$ cat config.mk
export PLATFORM = sky130hd
export DESIGN_NAME = mem_access_unit
export DESIGN_NICKNAME = d
export VERILOG_FILES = /design/src/rtl/mem_access_unit.sv
export SDC_FILE = /design/constraint.sdc
export NUM_CORES = 1
export LEC_CHECK = 0
export ABC_AREA = 0
export BUFFER_PORTS_ARGS = -buffer_cell sky130_fd_sc_hd__buf_2
export CAP_MARGIN = 20
export CORE_UTILIZATION = 42
export DETAILED_ROUTE_END_ITERATION = 8
export PLACE_DENSITY = 0.76
export SKIP_LAST_GASP = 1
export SLEW_MARGIN = 15
export SYNTH_ARGS = -nofsm -noshare
export SYNTH_HDL_FRONTEND = slang
export SYNTH_SLANG_ARGS = --single-unit
export TNS_END_PERCENT = 100
$ cat constraint.sdc
create_clock -name Clk -period 2 [get_ports Clk]
set_input_delay 0.2 -clock Clk [delete_from_list [all_inputs] [get_ports Clk]]
set_output_delay 0.2 -clock Clk [all_outputs]
set_load 0.02 [all_outputs]
$ cat src/rtl/mem_access_unit.sv
// Memory access unit: holds MAR/MDR and sequences fixed-length read/write accesses
// through an Idle -> Access -> Done state machine driving active-low memory strobes.
module mem_access_unit #(
    parameter int unsigned WAIT_CYCLES = 2
) (
    input  logic        Clk,
    input  logic        Reset_n,
    input  logic [15:0] Bus_in,
    input  logic        LD_MAR,
    input  logic        LD_MDR,
    input  logic        Mem_req,
    input  logic        Mem_wr,
    input  logic [15:0] Mem_rdata,
    output logic [15:0] Mem_addr,
    output logic [15:0] Mem_wdata,
    output logic        Mem_CE_n,
    output logic        Mem_OE_n,
    output logic        Mem_WE_n,
    output logic [15:0] MDR_out,
    output logic        Busy,
    output logic        Done
);

    typedef enum logic [1:0] {
        StIdle,
        StAccess,
        StDone
    } state_e;

    // Counter value during the final strobe cycle of an access.
    localparam logic [3:0] LastCnt = 4'(WAIT_CYCLES - 1);

    state_e      state_q, state_d;
    logic [15:0] mar_q, mar_d;
    logic [15:0] mdr_q, mdr_d;
    logic [3:0]  cnt_q, cnt_d;
    logic        wr_q, wr_d;

    logic last_cycle;
    assign last_cycle = (cnt_q == LastCnt);

    // State register
    always_ff @(posedge Clk or negedge Reset_n) begin
        if (!Reset_n) begin
            state_q <= StIdle;
        end else begin
            state_q <= state_d;
        end
    end

    // Next-state logic
    always_comb begin
        state_d = state_q;
        unique case (state_q)
            StIdle: begin
                if (Mem_req) begin
                    state_d = StAccess;
                end
            end
            StAccess: begin
                if (last_cycle) begin
                    state_d = StDone;
                end
            end
            StDone: begin
                state_d = StIdle;
            end
            default: begin
                state_d = StIdle;
            end
        endcase
    end

    // Datapath registers
    always_ff @(posedge Clk or negedge Reset_n) begin
        if (!Reset_n) begin
            mar_q <= 16'h0000;
            mdr_q <= 16'h0000;
            cnt_q <= 4'd0;
            wr_q  <= 1'b0;
        end else begin
            mar_q <= mar_d;
            mdr_q <= mdr_d;
            cnt_q <= cnt_d;
            wr_q  <= wr_d;
        end
    end

    // MAR/MDR only accept bus loads while idle; a load coinciding with a request
    // is what the new access uses, since the registers update at the same edge.
    always_comb begin
        mar_d = mar_q;
        mdr_d = mdr_q;
        cnt_d = cnt_q;
        wr_d  = wr_q;
        unique case (state_q)
            StIdle: begin
                if (LD_MAR) begin
                    mar_d = Bus_in;
                end
                if (LD_MDR) begin
                    mdr_d = Bus_in;
                end
                if (Mem_req) begin
                    wr_d  = Mem_wr;
                    cnt_d = 4'd0;
                end
            end
            StAccess: begin
                if (last_cycle) begin
                    if (!wr_q) begin
                        mdr_d = Mem_rdata;
                    end
                end else begin
                    cnt_d = cnt_q + 4'd1;
                end
            end
            default: begin
            end
        endcase
    end

    // Outputs decode from the state register so an async reset releases strobes at once.
    always_comb begin
        Busy     = 1'b0;
        Done     = 1'b0;
        Mem_CE_n = 1'b1;
        Mem_OE_n = 1'b1;
        Mem_WE_n = 1'b1;
        unique case (state_q)
            StAccess: begin
                Busy     = 1'b1;
                Mem_CE_n = 1'b0;
                Mem_OE_n = wr_q;
                Mem_WE_n = ~wr_q;
            end
            StDone: begin
                Done = 1'b1;
            end
            default: begin
            end
        endcase
    end

    assign Mem_addr  = mar_q;
    assign Mem_wdata = mdr_q;
    assign MDR_out   = mdr_q;

endmodule

### Word level (Yosys, flattened, before mapping)

Index checks and enable logic that the tools add are counted.

* flip-flop bits (word level): 39
* input bits: 38
* output and inout bits: 53
* logic and storage cells: 37

* $add $sub $neg: 1
* equality and inequality tests: 8
* multiplexer cells: 15
* bitwise logic cells: 1
* reduce and logical (&&, ||, !) cells: 7

Operators with widths (count)
* $mux W16: 3
* $pmux W16 S2: 1
* $ne A2 B2 Y1 const B: 5
* $mux W4: 2
* $pmux W4 S2: 1
* $reduce_and A2 Y1: 3
* $mux W1: 5
* $add A4 B1 Y4 const B: 1
* $eq A4 B1 Y1 const B: 1
* $mux W2: 2
* $pmux W2 S2: 1
* $reduce_and A4 Y1: 1
* $reduce_and A3 Y1: 1
* $eq A2 B1 Y1 const B: 1
* $eq A2 B2 Y1 const B: 1
* $logic_not A2 Y1: 1
* $reduce_bool A2 Y1: 1
* $not A1 Y1: 1

### Logic depth before layout (Yosys ltp)

* word-level depth: 3
* depth in mapped cells: 7

### Worst setup path before layout

OpenSTA, ideal clock, no wires.

* kind: register to register
* start point: reg cnt_q[1]
* end point: reg mdr_q[10] (netlist: MDR_out[10])
* setup time: 0.125 ns
* arrival time: 1.988 ns
* path slack: -0.113 ns
* stages on the path, launching flop included: 8
* path buffers: 2
* path through: dfrtp_1 inv_1 ha_1 or3b_1 buf_6 a221oi_4 buf_12 mux2_4

* word-level cells in the longest chain between the ends: 3

RTL lines
* start, declared: line 36 `logic [3:0] cnt_q, cnt_d;`
* start signal, assigned: line 84 `cnt_q <= cnt_d;`
* $eq A4 B1 Y1: line 40 `assign last_cycle = (cnt_q == LastCnt);`
* $ne A2 B2 Y1 (no source line)
* $reduce_and A4 Y1 (no source line)
* end signal, assigned: line 83 `mdr_q <= mdr_d;`
* end, declared: line 35 `logic [15:0] mdr_q, mdr_d;`

No other way between the ends.
A chain may end at the register's enable or synchronous reset.

### Worst setup path in the final report

* start point: reg cnt_q[1]
* end point: reg mdr_q[3] (netlist: MDR_out[3])

The elaborated chain is that of the path after synthesis.

==> flow_summary.toml <==
[grt]
grt_pass1_vias = 1325
grt_max_degree = 23
grtUsageTotal_pct = 16.8
grt_first_pass_wirelength_mm = 6.44
overflow = 0
antenna_found_initial = 0

[cts]
cts_tree = "done"
clock_path_buffers = 2
clock-sinks = 39
path_clk_slew_ps = 70
insertion_delay_ps = 280
htreeDepth = 2
root_buffer = "clkbuf_8"
numCtsBuffers = 5

[detailed_routing]
drt_wl_total_mm = 4.03
detail-route-antenna-nets = 0
drtIter0Drc = 42
wl_per_cell_um = 14.2
post_drt_via_cell_ratio = 4.81
drc = 14
drt-pass1-iter-count = 6
vias = 1367

[hold_path]
hold_path_end = "wr_q"
whs_path_depth = 2
min_from = "Mem_wr"
hp-class = "in -> reg"

[layout]
multi_input_area_sq_um = 813
stdcell_count = 284
final_cell_mix = "buf_2 (90), dfrtp_1 (39), mux2_2 (36), mux2_4 (13), buf_4 (10)"
n_fill_cell = 391
layout-drive-gt1-share_pct = 70.7
finalInstanceArea_sq_um = 2530
final_common_cell = "buf_2"
areaGrowthSynthToFinish_pct = 28.3
fin_nets = 271
n_antenna_cell = 0
register_area_sq_um = 976

[placed_design]
gp_congestion = 0.825
dp_cells = 272
hpwl_mm = 2.93
io_buffer_count = 90
placed_cell_area_sq_um = 2380

[setup_path]
cp.arrival_ps = 2170
path_max_fanout = 5
worstRegToRegCells = 6
worstSetupStartpointType = "register"
crit_required_ps = 2170
end_kind = "register"
reg2reg_to = "MDR_out[3]"
rrSetupSlack_ps = -0.6
cp_slowest_cell = "dfrtp_1"
path_cells = "inv_2, ha_4, or3b_4, a221oi_4, buf_6, mux2_2"
path_buf_inv = 2
slowest_delay_ps = 390
worstSetupPathType = "reg -> reg"
crit_family = "flip-flops"
reg2reg_from = "cnt_q[1]"

[timing]
slew_headroom_pct = 76.7
slew_violations = 0
worstMarginPinSlew_ps = 350
finalCritPeriodShare_pct = 100
fin_ws_ps = -0.565
setup_viol = 1
finalClockSkew_ps = 1.47
finalHoldViolations = 0
fmax_mhz = 500
finalSetupTns_ps = -0.565
period_minus_slack_ps = 2000
rsz0062_at_grt = "yes"

[floorplan]
start_util_pct = 44.4
dieArea_sq_um = 4980
ios = 91
die_x_um = 70.5
core_area_sq_um = 4440
fp-row-count = 24
die_height_um = 70.5

[synth]
syn_area_sq_um = 1970
yosysWarnings = 0
synth.distinct_cells = 26
synth_top_area_cell = "dfrtp_1"
ys_seq_elements = 39
yosys.area.top_type_share_pct = 49.5
ys.flop_type = "dfrtp_1"
synth-seq-area-share_pct = 49.5
synth_nets = 182
syn_avg_cell_area_sq_um = 13.9
yosys-top-cells-area = "dfrtp_1 (49%), mux2_2 (22%), mux2_4 (7.6%)"
synthArstFlopShare_pct = 100
synth_edf_count = 0
syn_inst = 142

[run]
max-cap-violations = 0

[outcome]
status = "finished, violations left"
violations = "design-rule violations, negative setup slack"

[power_and_ir_drop]
power_uw = 5110
vdd_drop_max_mv = 0.952
p_leak_uw = 0.00127
p_per_area_nw_per_um2 = 2020
## sequential cells by signal (all words and copies together) (netlist names)
register,count
cnt_q,4
state_q,2
MDR_out,16
wr_q,1
Mem_addr,16
## what timing repair did
item,4_1_cts,5_1_grt
pin swaps,0,1
resized for setup,1,11
endpoints found under the hold margin,13,0
cloned,0,1
setup endpoints to repair,6,16
setup buffers,0,2
hold buffers,1,0
## report_power, final
| group | internal (uW) | switching [uW] |
|---|---|---|
| registers | 1200 | 281 |
| clock network | 244 | 252 |
| logic | 1540 | 1600 |
| total | 2980 | 2130 |
## through the flow
stage / hold slack [ps] / setup slack (ps) / util, %
6_report: 153 / -0.565 / 57.0
5_1_grt: 155 / -91.9 / 57.0
4_1_cts: 149 / -6.86 / 55.7
3_5_place_dp: 130 / -37.3 / 53.6
3_3_place_gp: 125 / 49.6 / 53.6
2_1_floorplan: -95.6 / -110 / -
## cells in the mapped netlist, drive strengths merged (2+ instances only)
library cell  count
buf              22
a21oi             2
mux2             49
nor2b             2
nand2             4
nor2              3
or2b              2
nand3             2
ha                2
nand2b            2
o21ai             3
inv               2
dfrtp            39
## how the worst max path moves through the flow
stage,from,endpoint,slack [ps],cells after the start
after floorplan,cnt_q[1],MDR_out[10],-110,7
after global placement,cnt_q[1],MDR_out[3],50,6
after detailed placement,cnt_q[1],MDR_out[1],-40,6
after CTS,cnt_q[1],MDR_out[10],-7,6
after global routing,cnt_q[1],MDR_out[3],-90,6
final,cnt_q[1],MDR_out[3],-0.6,6
## cell families (layout without fill, tap and decap cells)
family | count (synthesis) | after routing | synth area share [%]
buffers and inverters | 25 | 115 | 10.7
muxes | 49 | 49 | 29.9
AOI/OAI and AO/OA | 9 | 9 | 3.62
and+or+nand+nor | 17 | 17 | 4.69
adders and majority gates | 2 | 2 | 1.27
xor gates and xnor gates | 1 | 1 | 0.444
DFF | 39 | 39 | 49.5
## metal layers
layer	GRT usage (%)	up-vias	part of all wire, %
met1	22.7	646	46
met5	0	-	0
met4	6.00	0	0.99
met2	26.5	67	46
li1	-	649	-
met3	4.13	5	7.3
## cell type report
cell class,count,share of cell area (%)
clock buffers,7,3.01
clock inverters,1,0.198
inverters,2,0.296
multi-input cells,78,32.1
flip-flops and latches,39,38.5
well taps,52,2.57
repair buffers,105,23.3
Power figures use the tool's default switching activity.
